**src/rtl/la_cfg_tx_if.sv**
```systemverilog
// la_cfg_tx_if: setup operands, start strobe and serial/status outputs of the config-frame transmitter
interface la_cfg_tx_if;
  logic       start;
  logic [4:0] rate_sel;
  logic       arm;
  logic       trig_en;
  logic [7:0] delay;
  logic [7:0] trig_mask;
  logic [7:0] trig_val;
  logic       uarttx;
  logic       busy;
  logic       done;
  modport master (
    output start, rate_sel, arm, trig_en, delay, trig_mask, trig_val,
    input  uarttx, busy, done
  );
  modport slave (
    input  start, rate_sel, arm, trig_en, delay, trig_mask, trig_val,
    output uarttx, busy, done
  );
endinterface

```
**src/rtl/la_cfg_tx.sv**
```systemverilog
// la_cfg_tx: 5-byte 8N1 setup-frame transmitter (bytes sum to 8'hAA); LA_CFG_TX_RESEND_EN adds periodic resend
module la_cfg_tx #(
  parameter int CLKS_PER_BIT = 104,
  parameter int GAP_BITS = 2
`ifdef LA_CFG_TX_RESEND_EN
  , parameter logic [23:0] RESEND_CYCLES = 24'd1200000
`endif
) (
  input logic freq_in,
  input logic rst_n,
  la_cfg_tx_if.slave bus
);
  typedef enum logic [2:0] {IDLE, START, DATA, STOP, GAP} state_t;
  localparam int BW = $clog2(CLKS_PER_BIT + 1);
  localparam int GW = $clog2(GAP_BITS + 1);
  localparam logic [BW-1:0] BAUD_LAST = BW'(CLKS_PER_BIT - 1);
  localparam logic [GW-1:0] GAP_LAST = GW'(GAP_BITS - 1);
  state_t state;
  logic [BW-1:0] baud;
  logic [GW-1:0] gap;
  logic [2:0] bit_idx, byte_idx;
  logic [7:0] b0, b1, b2, b3, ck, sh, n0, next_byte;
  logic go, bit_end;
  assign n0 = {1'b0, bus.trig_en, bus.arm, bus.rate_sel};
  assign bit_end = baud == BAUD_LAST;
  always_comb
    next_byte = byte_idx == 3'd0 ? b0 : byte_idx == 3'd1 ? b1 :
                byte_idx == 3'd2 ? b2 : byte_idx == 3'd3 ? b3 : ck;
`ifdef LA_CFG_TX_RESEND_EN
  logic [23:0] tmr;
  logic rs_arm;
  assign go = bus.start || (rs_arm && tmr == RESEND_CYCLES - 24'd1);
  // timer only runs in IDLE after a first accepted start; any launch restarts it
  always_ff @(posedge freq_in or negedge rst_n)
    if (!rst_n) begin
      tmr <= '0;
      rs_arm <= 1'b0;
    end else begin
      rs_arm <= rs_arm | (state == IDLE && bus.start);
      tmr <= (state != IDLE || go) ? '0 : rs_arm ? tmr + 24'd1 : '0;
    end
`else
  assign go = bus.start;
`endif
  always_ff @(posedge freq_in or negedge rst_n)
    if (!rst_n) begin
      state <= IDLE;
      baud <= '0;
      gap <= '0;
      bit_idx <= '0;
      byte_idx <= '0;
      {b0, b1, b2, b3, ck, sh} <= '0;
      bus.uarttx <= 1'b1;
      bus.busy <= 1'b0;
      bus.done <= 1'b0;
    end else begin
      bus.done <= 1'b0;
      baud <= (state == IDLE || bit_end) ? '0 : baud + 1'b1;
      case (state)
        IDLE: if (go) begin
          // a resend reuses the shadow bytes; only an external start refreshes them
          if (bus.start) begin
            b0 <= n0;
            b1 <= bus.delay;
            b2 <= bus.trig_mask;
            b3 <= bus.trig_val;
            ck <= 8'hAA - (n0 + bus.delay + bus.trig_mask + bus.trig_val);
          end
          state <= START;
          byte_idx <= '0;
          bus.uarttx <= 1'b0;
          bus.busy <= 1'b1;
        end
        START: if (bit_end) begin
          state <= DATA;
          bus.uarttx <= next_byte[0];
          sh <= {1'b0, next_byte[7:1]};
        end
        DATA: if (bit_end) begin
          bit_idx <= bit_idx + 3'd1;
          state <= bit_idx == 3'd7 ? STOP : DATA;
          bus.uarttx <= bit_idx == 3'd7 ? 1'b1 : sh[0];
          sh <= {1'b0, sh[7:1]};
        end
        STOP: if (bit_end) state <= GAP;
        GAP: if (bit_end) begin
          gap <= gap == GAP_LAST ? '0 : gap + 1'b1;
          if (gap == GAP_LAST) begin
            byte_idx <= byte_idx == 3'd4 ? 3'd0 : byte_idx + 3'd1;
            state <= byte_idx == 3'd4 ? IDLE : START;
            bus.uarttx <= byte_idx == 3'd4;
            bus.busy <= byte_idx != 3'd4;
            bus.done <= byte_idx == 3'd4;
          end
        end
        default: state <= IDLE;
      endcase
    end
endmodule
```
**src/flat_wrapper.sv**
```systemverilog
// flat-port wrapper written by rule: the top's interface ports become plain ports
module la_cfg_tx_flat 
#(
  parameter int CLKS_PER_BIT = 104,
  parameter int GAP_BITS = 2

)
  (freq_in, rst_n, bus_start, bus_rate_sel, bus_arm, bus_trig_en, bus_delay, bus_trig_mask, bus_trig_val, bus_uarttx, bus_busy, bus_done);
  la_cfg_tx_if bus_i ();
  input logic freq_in;
  input logic rst_n;
  input wire logic [$bits(bus_i.start)-1:0] bus_start;
  input wire logic [$bits(bus_i.rate_sel)-1:0] bus_rate_sel;
  input wire logic [$bits(bus_i.arm)-1:0] bus_arm;
  input wire logic [$bits(bus_i.trig_en)-1:0] bus_trig_en;
  input wire logic [$bits(bus_i.delay)-1:0] bus_delay;
  input wire logic [$bits(bus_i.trig_mask)-1:0] bus_trig_mask;
  input wire logic [$bits(bus_i.trig_val)-1:0] bus_trig_val;
  output wire logic [$bits(bus_i.uarttx)-1:0] bus_uarttx;
  output wire logic [$bits(bus_i.busy)-1:0] bus_busy;
  output wire logic [$bits(bus_i.done)-1:0] bus_done;
  assign bus_i.start = bus_start;
  assign bus_i.rate_sel = bus_rate_sel;
  assign bus_i.arm = bus_arm;
  assign bus_i.trig_en = bus_trig_en;
  assign bus_i.delay = bus_delay;
  assign bus_i.trig_mask = bus_trig_mask;
  assign bus_i.trig_val = bus_trig_val;
  assign bus_uarttx = bus_i.uarttx;
  assign bus_busy = bus_i.busy;
  assign bus_done = bus_i.done;
  la_cfg_tx #(.CLKS_PER_BIT(CLKS_PER_BIT), .GAP_BITS(GAP_BITS)) u_core (.freq_in(freq_in), .rst_n(rst_n), .bus(bus_i));
endmodule
```
**config.mk**
```make
export PLATFORM = sky130hd
export DESIGN_NAME = la_cfg_tx_flat
export DESIGN_NICKNAME = d
export VERILOG_FILES = /design/src/rtl/la_cfg_tx_if.sv /design/src/rtl/la_cfg_tx.sv /design/src/flat_wrapper.sv
export SDC_FILE = /design/constraint.sdc
export NUM_CORES = 1
export LEC_CHECK = 0
export BUFFER_PORTS_ARGS = -buffer_cell sky130_fd_sc_hd__buf_2
export CORE_ASPECT_RATIO = 1.75
export CORE_MARGIN = 1.5
export CORE_UTILIZATION = 40
export CTS_BUF_LIST = sky130_fd_sc_hd__clkbuf_8
export CTS_CLUSTER_DIAMETER = 150
export DETAILED_ROUTE_END_ITERATION = 6
export PLACE_DENSITY = 0.61
export SETUP_SLACK_MARGIN = 0.1
export SYNTH_ARGS = -nofsm -noshare
export SYNTH_HDL_FRONTEND = slang
export SYNTH_SLANG_ARGS = --single-unit
```
**constraint.sdc**
```tcl
create_clock -name freq_in -period 1.9 [get_ports freq_in]
set_input_delay 0.095 -clock freq_in [delete_from_list [all_inputs] [get_ports freq_in]]
set_output_delay 0.095 -clock freq_in [all_outputs]
set_load 0.05 [all_outputs]
```
* Word level (Yosys, flattened, before mapping)
Cells that the tools add are included.
Storage, ports and cells: flip-flop bits (word level) 68, bits in latches 0, memory bits (writable) 0, bits in read-only memories 0, input port bits 34, output and inout port bits 3, memories 0
Operators by class: add/sub/neg operators 8, multiply operators 0, divide/modulo/power cells 0, magnitude comparators 0, eq/ne operators 18, shifts and indexed selects 0, muxes and demuxes 37, bitwise gates (word level) 0, reduce and logical (&&, ||, !) cells 13
Operators by type and width (count):
- $mux 8 | 6
- $mux 3 | 10
- $add 8x8->8 | 2
- $pmux 8 s2 | 1
- $pmux 3 s5 | 1
- $mux 1 | 14
- $eq 3x2->1 const B | 4
- $reduce_and 6->1 | 2
- $ne 2x1->1 const B | 5
- $eq 3x3->1 const B | 3
- $add 7x8->8 | 1
- $sub 8x8->8 const A | 1
- $add 7x1->7 const B | 1
- $eq 7x7->1 const B | 1
- $mux 7 | 1
- $add 3x1->3 const B | 2
- $eq 3x1->1 const B | 2
- $logic_not 3->1 | 2
- $pmux 3 s2 | 1
- $reduce_and 2->1 | 3
- $pmux 1 s4 | 1
- $reduce_and 4->1 | 1
- $reduce_bool 2->1 | 2
- $reduce_bool 4->1 | 1
- 8 further kinds | 8

* Logic depth before layout (Yosys ltp)
Gate-level depths: netlist of the first run.
depth in word-level cells 7, gate-level depth with buffers 14, depth with buffers taken out 14

* Worst setup path after synthesis of the first run
No wires, ideal clock.
kind input-to-reg, start in bus_trig_mask[0], end reg u_core.ck[6], library setup time 0.083 ns, arrival time 2.561 ns, data required time 1.817 ns, slack -0.743 ns, stages 14, cell sequence inv_1 -> fa_1 -> inv_1 -> fa_1 -> fa_1 -> inv_1 -> ha_1 -> inv_1 -> fa_1 -> inv_1 -> a21o_1 -> a21oi_1 -> xor2_1 -> o21ai_0
On the way: cells in the longest elaborated chain, start to end 3
RTL lines:
- start, declared | RTL line flat_wrapper.sv:17 | input wire logic [$bits(bus_i.trig_mask)-1:0] bus_trig_mask;
- $add 8x8->8 (2 in series) | RTL line la_cfg_tx.sv:67 | ck <= 8'hAA - (n0 + bus.delay + bus.trig_mask + bus.trig_val);
- $sub 8x8->8 | RTL line la_cfg_tx.sv:67
- end signal, assigned | RTL line la_cfg_tx.sv:67
- end, declared | RTL line la_cfg_tx.sv:22 | logic [7:0] b0, b1, b2, b3, ck, sh, n0, next_byte;
No other way between the ends. A chain may end at the register's enable or synchronous reset.

* Final worst setup path of the first run
start in bus_delay[3], end reg u_core.ck[7]
On the way: cells in the longest elaborated chain, start to end 4
RTL lines:
- start, declared | RTL line flat_wrapper.sv:16 | input wire logic [$bits(bus_i.delay)-1:0] bus_delay;
- $add 7x8->8 | RTL line la_cfg_tx.sv:67
- $add 8x8->8 (2 in series) | RTL line la_cfg_tx.sv:67
- $sub 8x8->8 | RTL line la_cfg_tx.sv:67
No other way between the ends.

==> impl_metrics.yaml, run 1 <==
run_status:
  outcome: "finished, violations left"
  violations: "setup timing"
yosys:
  synth_ff_type: "dfrtp_1"
  ys_seq_area_frac: 0.418
  ys_types: 53
  avgSynthCellArea_um2: 10.1
  ys_ff_latch: 67
  syn_inst: 397
  syn_nets: 465
  synthArstFlopShare: 1.00
  synth_edf_count: 0
  ys_warn_count: 0
  synth.cell_area_um2: 4010
power:
  power.density_nw_per_um2: 936
  total_power_w: 0.00472
  power.leakage_nw: 2.30
  vdd_drop_max_uv: 584
floorplan:
  die_area_um2: 10700
  rows: 48
  die_w_um: 78.7
  core_um2: 9790
  ios: 37
  die_y_um: 135
  start_util: 0.410
routing:
  routed_wirelength_mm: 8.77
  ant_nets: 0
  dr.first_iter.drc_count: 156
  avgViaCountPerCell: 5.09
  first_pass_iters: 4
  drc: 0
  wl_per_cell_um: 14.6
  vias: 3048
worst_setup_path:
  critical_path_required_ps: 2130
  slowest_stage: "fa_1"
  endpoint_kind: "flop"
  r2r_start: "u_core.byte_idx[0]"
  reg2regPathDepth: 6
  reg2reg_to: "u_core.bus.uarttx"
  arrival_ps: 2440
  slowest_delay_ps: 570
  worstSetupPathType: "in -> reg"
  reg2reg_slack_ps: 190
  crit_chain: "buf_2 > ha_4 > fa_1 > fa_1 > inv_2 > ha_4 > a211oi_2 > o21bai_1 > a21oi_2 > xnor2_1 > o21ai_1"
  cp-start-kind: "primary input"
  path_max_fanout: 2
global_routing:
  use_met2: 0.347
  grt_pass1_vias: 3273
  use_met3: 0.0431
  grt_pass1_wl_mm: 15.0
  overflow: 0
  top_usage_layer: "met2"
  grt_use_total: 0.185
  grt_max_degree: 68
  antenna_found_initial: 0
  met1_usage: 0.188
timing:
  slew_headroom: 0.759
  setup_tns_ps: -1250
  finalWorstSetupSlack_ps: -304
  drv_slew: 0
  final.setup_skew_ps: 4.51
  post-route-min-period_ps: 2200
  setup_viol: 5
  worst_slew_pin_slew_ps: 362
  fin_crit_sh: 1.16
  rsz0062_at_grt: "true"
  fmax_mhz: 454
  finalHoldViolCount: 0
hold_path:
  min_path_type: "in -> reg"
  worstHoldStart: "bus_rate_sel[0]"
  hold_path_depth: 3
  worstHoldEndpoint: "u_core.b0[0]"
cells_and_area:
  nNetsFinal: 538
  fin_util: 0.515
  multi_input_area_um2: 2280
  drive_above_1_share: 0.333
  seqCellArea_um2: 1680
  antenna_cells: 0
  fin_cells: 599
  area_growth_pct: 25.7
  final_area_um2: 5040
  fillerInstances: 906
placement:
  place_inst: 572
  place_area_um2: 4650
  dp_hpwl_mm: 6.62
  port_buffers: 36
  routabilityCongestion: 0.805
job:
  maxCapViolations: 0
clocking:
  h-tree-depth: 3
  clkSlewWorstSetupHoldPaths_ps: 70
  cts_tree: "yes"
  clk_latency_ps: 350
  clock-sinks: 67
  cts_buffers: 9
  cts_root_buffer: "clkbuf_8"
  clockBufferDepth: 2
==> flip-flops by register name, indices dropped and copies added (netlist names), 7 cells and up <==
| signal | flops |
|---|---|
| u_core.b0 | 7 |
| u_core.b1 | 8 |
| u_core.b2 | 8 |
| u_core.b3 | 8 |
| u_core.baud | 7 |
| u_core.ck | 8 |
| u_core.sh | 7 |
==> timing repair <==
action | in CTS | in global routing
setup endpoints to repair | 16 | 16
pin swaps | 17 | 11
buffers inserted | 0 | 0
hold buffers | 12 | 0
endpoints found under the hold margin | 77 | 0
cloned | 0 | 0
gates resized for setup | 18 | 22
==> where the power goes <==
part           internal [W]  switching [W]  leakage (nW)  total, W
clock network      0.000564       0.000528        0.0994   0.00109
registers           0.00181       0.000246         0.839   0.00206
logic              0.000845       0.000724          1.36   0.00157
==> through the flow <==
step / setup slack, ps / hold WS, ps
4_1_cts: -329 / 0.0426
6_report: -304 / 21.1
3_5_place_dp: -846 / 146
3_3_place_gp: -807 / 150
2_1_floorplan: -567 / -201
5_1_grt: -388 / 10.6
==> worst max path at each step <==
stage / slack (ps) / end / from / cells after the start
6_report: -300 / u_core.ck[7] / bus_delay[3] / 11
5_1_grt: -390 / u_core.ck[6] / bus_trig_val[0] / 15
3_5_place_dp: -850 / u_core.ck[6] / bus_trig_val[0] / 15
3_3_place_gp: -810 / u_core.ck[6] / bus_trig_val[0] / 15
2_1_floorplan: -570 / u_core.ck[6] / bus_trig_val[0] / 14
4_1_cts: -330 / u_core.ck[6] / bus_trig_val[0] / 15
==> cell usage in the layout (no fill, tap or decap), types with 6 or more instances in the layout <==
cell            n
a21o_1         10
a21oi_1         6
buf_2          32
buf_4          29
clkbuf_8       12
dfrtp_1        64
dlygate4sd3_1  12
fa_1            7
fa_2            7
ha_1           10
ha_4            8
inv_1          23
inv_2          13
mux2_2         21
mux2i_1         7
nand2_1        39
nand2b_1        9
nand3_1        21
nor2_1         16
o211ai_1        7
o21ai_0        24
o21ai_1         8
o22ai_1         7
xnor2_1         7
xor2_1         11
==> final cells by class <==
type / count / share of cell area
well taps: 125 / 0.0310
multi-input cells: 275 / 0.451
inverters: 37 / 0.0300
clock buffers: 12 / 0.0328
flip-flops and latches: 67 / 0.333
repair buffers: 80 / 0.119
clock inverters: 3 / 0.00273
==> Yosys cell counts (2+ instances only) <==
| library cell | count | area share |
|---|---|---|
| nand2b_1 | 10 | 0.016 |
| nand3_1 | 21 | 0.026 |
| ha_1 | 20 | 0.062 |
| nor3_1 | 4 | 0.0050 |
| clkbuf_1 | 6 | 0.0056 |
| nand2_1 | 40 | 0.037 |
| mux2_1 | 2 | 0.0056 |
| a21oi_1 | 9 | 0.011 |
| xnor2_1 | 7 | 0.015 |
| mux2i_1 | 8 | 0.020 |
| mux2_2 | 22 | 0.062 |
| buf_2 | 10 | 0.012 |
| o211ai_1 | 7 | 0.013 |
| o22ai_1 | 7 | 0.011 |
| a21o_1 | 10 | 0.019 |
| a21boi_0 | 2 | 0.0037 |
| dfrtp_1 | 66 | 0.41 |
| o21ai_0 | 32 | 0.040 |
| nor2_1 | 16 | 0.015 |
| nor2b_1 | 2 | 0.0031 |
| and3_1 | 2 | 0.0031 |
| a31oi_1 | 2 | 0.0031 |
| o31ai_1 | 2 | 0.0037 |
| and2_1 | 3 | 0.0047 |
| xor2_1 | 11 | 0.024 |
| fa_1 | 14 | 0.070 |
| inv_1 | 36 | 0.034 |
==> cells by family (layout without fill, tap and decap cells) <==
| kind of cell | after synthesis | count (layout) | share of synthesized area |
|---|---|---|---|
| AOI/OAI and AO/OA | 81 | 81 | 0.128 |
| xor gates and xnor gates | 18 | 18 | 0.0393 |
| adders and majority gates | 34 | 34 | 0.132 |
| buffers and inverters | 55 | 132 | 0.0574 |
| DFF | 67 | 67 | 0.418 |
| muxes | 33 | 33 | 0.0911 |
| and+or+nand+nor | 109 | 109 | 0.134 |
==> layer usage <==
metal | up-vias | wire length, um
li1 | 1490 | -
met1 | 1493 | 3170
met2 | 45 | 5120
met3 | 20 | 222
met4 | 0 | 265
met5 | - | 0
==> critical path, delay by kind of cell <==
family                     cells  cell delay [ps]
AOI/OAI and AO/OA              4              560
xor gates and xnor gates       1              130
adders and majority gates      4             1470
buffers and inverters          2              180
No activity file was read; power rests on OpenSTA's default activity.
==> run 2, diff against run 1 <==
--- a/config.mk
+++ b/config.mk
@@ -12,7 +12,7 @@
 export CTS_BUF_LIST = sky130_fd_sc_hd__clkbuf_8
 export CTS_CLUSTER_DIAMETER = 150
 export DETAILED_ROUTE_END_ITERATION = 6
-export PLACE_DENSITY = 0.61
+export PLACE_DENSITY_LB_ADDON = 0.12
 export SETUP_SLACK_MARGIN = 0.1
 export SYNTH_ARGS = -nofsm -noshare
 export SYNTH_HDL_FRONTEND = slang
==> run 2 against run 1 <==
Against the previous run:
- the flow still finishes with violations (setup timing)
- first-iteration DRC count decreased by 3.8%
- final area increased by 1.1%
- via count increased by 0.56%
- non-clock buffer count increased by 4
- clock power about the same
- critical endpoint unchanged
- largest cell class unchanged
==> impl_metrics.yaml, run 2 (synthesis results as in run 1) <==
cells_and_area:
  nNetsFinal: 542
  fin_cells: 603
  antenna_cells: 0
  fin_util: 0.521
  area_growth_pct: 27.1
  final_cell_mix: "64 x dfrtp_1, 39 x nand2_1, 35 x buf_4"
  drive_above_1_share: 0.349
  mostFrequentLayoutCell: "dfrtp_1"
routing:
  ant_nets: 0
  avgViaCountPerCell: 5.08
  first_pass_iters: 4
  routed.top_layer: "met4"
  drt-met1-wl_mm: 3.41
  dr.first_iter.drc_count: 150
  routed_wirelength_mm: 9.16
  wl_per_cell_um: 15.2
  met2_length_mm: 5.19
  vias: 3065
  dr_wl_met3_um: 219
  drc: 0
power:
  power.density_nw_per_um2: 934
  p_int_w: 0.00320
  combPwrFrac: 0.346
  power.leakage_nw: 2.33
  vdd_drop_max_uv: 555
  seq_power_share: 0.432
  p_clk_frac: 0.222
  switching_power_w: 0.00156
  switching_share: 0.328
clocking:
  cts_tree: "yes"
  clockBufferDepth: 2
  h-tree-depth: 3
  clkSlewWorstSetupHoldPaths_ps: 70
  clock-sinks: 67
  cts_root_buffer: "clkbuf_8"
  clk_latency_ps: 350
  cts_buffers: 9
timing:
  finalWorstSetupSlack_ps: -390
  setup_tns_ps: -1570
  rsz0062_at_grt: "true"
  setup_viol: 5
  finalHoldViolCount: 0
  whs_ps: 12.3
  fin_crit_sh: 1.21
  drv_slew: 0
  fmax_mhz: 437
  worst_slew_pin_slew_ps: 501
  post-route-min-period_ps: 2290
  final.setup_skew_ps: 7.55
  slew_headroom: 0.666
placement:
  place_inst: 578
  routabilityCongestion: 0.841
  port_buffers: 36
  dp_hpwl_mm: 7.03
  dp_worst_setup_slack_ps: -874
worst_setup_path:
  worstSetupPathType: "in -> reg"
  reg2reg_slack_ps: 190
  slowest_stage: "fa_1"
  endpoint_kind: "flop"
  arrival_ps: 2510
  cp-start-kind: "primary input"
  slowest_delay_ps: 540
  crit_chain: "buf_8 > ha_4 > fa_1 > fa_1 > inv_2 > ha_4 > buf_6 > a211oi_2 > o21bai_1 > a21oi_2 > xnor2_1 > o21ai_1"
  path_max_fanout: 2
  critical_path_required_ps: 2120
floorplan:
  start_util: 0.410
  core_um2: 9790
  rows: 48
  ios: 37
  die_y_um: 135
  die_area_um2: 10700
  die_w_um: 78.7
global_routing:
  overflow: 0
  antenna_found_initial: 0
  grt_pass1_vias: 3189
  grt_use_total: 0.189
  grt_max_degree: 59
  grt_pass1_wl_mm: 15.2
run_status:
  violations: "setup timing"
  outcome: "finished, violations left"
job:
  maxCapViolations: 0
hold_path:
  min_path_type: "in -> reg"
[run 2: changes by cell type in the layout (fill, tap and decap cells not counted), sizes merged]
cell         change
dlygate4sd3      -5
inv              -1
clkinvlp         +2
clkinv           +1
buf              +9
clkbuf           -2
[run 2: metrics by stage]
step / cell area [um2] / power [W]
after global routing: 5100 / 0.00510
after CTS: 4970 / 0.00474
after floorplan: 4140 / 0.00307
final: 5100 / 0.00476
after detailed placement: 4720 / 0.00361
after global placement: 4720 / 0.00356
[run 2: path summary, 6_finish.rpt]
path                            depth (start not counted)          startpoint                 to
worst min-delay path                                    2    bus_trig_mask[7]       u_core.b2[7]
worst min register to register                          1   u_core.bit_idx[0]  u_core.bit_idx[0]
worst max register to register                          7  u_core.byte_idx[0]       u_core.sh[6]
max in group asynchronous                               3               rst_n       u_core.b2[3]
worst max-delay path                                   12        bus_delay[2]       u_core.ck[7]
min in group asynchronous                               2               rst_n      u_core.gap[0]
[run 2: routing by layer]
| layer | up-vias | track usage |
|---|---|---|
| met5 | - | 0 |
| met4 | 0 | 0.0923 |
| met3 | 21 | 0.0384 |
| met2 | 43 | 0.357 |
| met1 | 1493 | 0.192 |
| li1 | 1508 | - |
[run 2: final cells by class]
cell class                      count  area (um2)
Fill cell                         914        4690
Multi-Input combinational cell    275        2270
Sequential cell                    67        1680
Timing Repair Buffer               84         664
Tap cell                          125         156
Inverter                           37         154
Clock buffer                       10         138
Clock inverter                      5        30.0
[run 2: power groups by stage]
stage | combinational [W] | clock [W] | sequential, W
after CTS | 0.00159 | 0.00109 | 0.00206
after detailed placement | 0.00152 | 0 | 0.00209
after floorplan | 0.00103 | 0 | 0.00204
after global placement | 0.00148 | 0 | 0.00208
final | 0.00165 | 0.00106 | 0.00206
after global routing | 0.00185 | 0.00114 | 0.00211
[run 2: what timing repair did]
action	CTS	global route
gates resized for setup	20	25
hold buffers	3	4
hold endpoints to repair	19	4
setup endpoints to repair	8	23
pin swaps	16	23
buffers inserted	1	2
[run 2: worst max-delay path: cells and delay by family]
family	cells	cell delay, ps
fa+ha+maj	4	1430
compound gates	4	600
buf+inv	3	260
xor+xnor	1	130
==> run 3, diff against run 2 <==
--- a/config.mk
+++ b/config.mk
@@ -5,7 +5,7 @@
 export SDC_FILE = /design/constraint.sdc
 export NUM_CORES = 1
 export LEC_CHECK = 0
-export BUFFER_PORTS_ARGS = -buffer_cell sky130_fd_sc_hd__buf_2
+export BUFFER_PORTS_ARGS = -buffer_cell sky130_fd_sc_hd__buf_4
 export CORE_ASPECT_RATIO = 1.75
 export CORE_MARGIN = 1.5
 export CORE_UTILIZATION = 40
==> run 3 against run 2 <==
Against the previous run:
- cell count grew 0.50%
- die area is the same
- largest cell class unchanged
- the run still ends with setup timing left
- fmax grew 2.4%
- worst hold slack lost 5.8 ps
==> impl_metrics.yaml, run 3 (synthesis results as in run 1) <==
run_status:
  outcome: "finished, violations left"
  violations: "setup timing"
placement:
  port_buffers: 36
  routabilityCongestion: 0.793
  place_inst: 573
  place_area_um2: 4760
  dp_hpwl_mm: 6.97
cells_and_area:
  final_area_um2: 5220
  fin_util: 0.533
  fillerInstances: 919
  seqCellArea_um2: 1680
  mostFrequentLayoutCell: "dfrtp_1"
  multi_input_area_um2: 2280
  final_cell_mix: "64 x dfrtp_1, 60 x buf_4, 39 x nand2_1"
  area_growth_pct: 30.2
  fin_cells: 606
  antenna_cells: 0
  nNetsFinal: 544
  drive_above_1_share: 0.337
timing:
  slew_headroom: 0.685
  fin_crit_sh: 1.18
  final.setup_skew_ps: 8.22
  post-route-min-period_ps: 2240
  setup_viol: 5
  worst_slew_pin_slew_ps: 472
  rsz0062_at_grt: "true"
  drv_slew: 0
  finalHoldViolCount: 0
  fmax_mhz: 447
  whs_ps: 6.52
  finalWorstSetupSlack_ps: -337
floorplan:
  die_area_um2: 10700
  die_y_um: 135
  core_um2: 9790
  die_w_um: 78.7
  ios: 37
  rows: 48
  start_util: 0.410
global_routing:
  antenna_found_initial: 0
  grt_pass1_wl_mm: 15.5
  grt_use_total: 0.194
  grt_pass1_vias: 3199
  overflow: 0
  grt_max_degree: 59
routing:
  dr.first_iter.drc_count: 131
  drc: 0
  avgViaCountPerCell: 5.05
  first_pass_iters: 4
  ant_nets: 0
  wl_per_cell_um: 15.2
  routed_wirelength_mm: 9.23
  vias: 3062
clocking:
  clockBufferDepth: 2
  clk_latency_ps: 350
  cts_buffers: 9
  h-tree-depth: 3
  cts_tree: "yes"
  clock-sinks: 67
  clkSlewWorstSetupHoldPaths_ps: 80
  cts_root_buffer: "clkbuf_8"
power:
  power.leakage_nw: 2.37
  power.density_nw_per_um2: 931
  vdd_drop_max_uv: 478
  total_power_w: 0.00486
worst_setup_path:
  crit_buf_inv: 4
  cp-start-kind: "primary input"
  critPathTopFamily: "adder cells"
  cpMostUsedCell: "inv_2"
  path_max_fanout: 2
  worstSetupPathType: "in -> reg"
  crit_chain: "buf_6 > ha_4 > fa_2 > fa_1 > inv_2 > ha_4 > inv_2 > fa_2 > inv_2 > a21o_1 > a21oi_2 > xor2_1 > o21ai_1"
  arrival_ps: 2470
  r2r_start: "u_core.byte_idx[0]"
  critical_path_required_ps: 2130
  endpoint_kind: "flop"
  slowest_stage: "fa_2"
  cp-startpoint: "bus_trig_mask[2]"
  slowest_delay_ps: 570
hold_path:
  worstHoldStart: "bus_trig_val[0]"
  min_path_type: "in -> reg"
job:
  maxCapViolations: 0
[run 3: cell count changes in the layout (fill, tap and decap cells not counted), moves of 2 or more]
| cell | change |
|---|---|
| buf_8 | -2 |
| buf_4 | +25 |
| buf_2 | -30 |
| ha_1 | -2 |
| dlygate4sd3_1 | +8 |
| inv_1 | +3 |
| inv_2 | -2 |
| buf_6 | +2 |
| ha_2 | +2 |
[run 3: tightest hold or removal path, stage by stage]
cell and delay [ps]:
buf_8 110, inv_12 40, o21ai_0 70
[run 3: final cells by class]
| type | instances | share of cell area |
|---|---|---|
| Multi-Input combinational cell | 275 | 0.437 |
| Sequential cell | 67 | 0.322 |
| Timing Repair Buffer | 86 | 0.145 |
| Tap cell | 125 | 0.0300 |
| Inverter | 37 | 0.0295 |
| Clock buffer | 10 | 0.0264 |
| Clock inverter | 6 | 0.0108 |
[run 3: path summary, 6_finish.rpt]
path	slack (ps)	depth (start not counted)	end
worst max-delay path	-340	13	u_core.ck[6]
worst min-delay path	7	3	u_core.b3[0]
worst max register to register	200	6	u_core.bus.uarttx
worst min register to register	480	2	u_core.b0[6]
max in group asynchronous	1070	3	u_core.ck[2]
min in group asynchronous	230	2	u_core.gap[1]
[run 3: metrics by stage]
| step | setup slack [ps] | TNS (ps) |
|---|---|---|
| floorplan | -567 | -2260 |
| global placement | -763 | -3750 |
| detailed placement | -811 | -4000 |
| CTS | -368 | -1350 |
| global route | -445 | -1620 |
| finish | -337 | -1240 |
[run 3: report_power, final]
group          leakage [nW]  internal (W)  switching, W
sequential            0.839       0.00181      0.000243
clock                 0.103      0.000630      0.000552
combinational          1.43      0.000894      0.000734
total                  2.37       0.00333       0.00153
[run 3: per-layer routing]
| metal | part of all wire | wire length [um] | up-vias | global-route usage |
|---|---|---|---|---|
| li1 | - | - | 1512 | - |
| met1 | 0.38 | 3510 | 1499 | 0.208 |
| met2 | 0.57 | 5230 | 38 | 0.360 |
| met3 | 0.026 | 237 | 13 | 0.0431 |
| met4 | 0.028 | 254 | 0 | 0.0823 |
| met5 | 0 | 0 | - | 0 |
[run 3: timing repair]
item                                    CTS  global route
hold buffers                             14             1
gates resized for setup                  16            23
endpoints found under the setup margin   12            19
hold endpoints to repair                 45             1
setup buffers                             0             2
pin swaps                                20            11
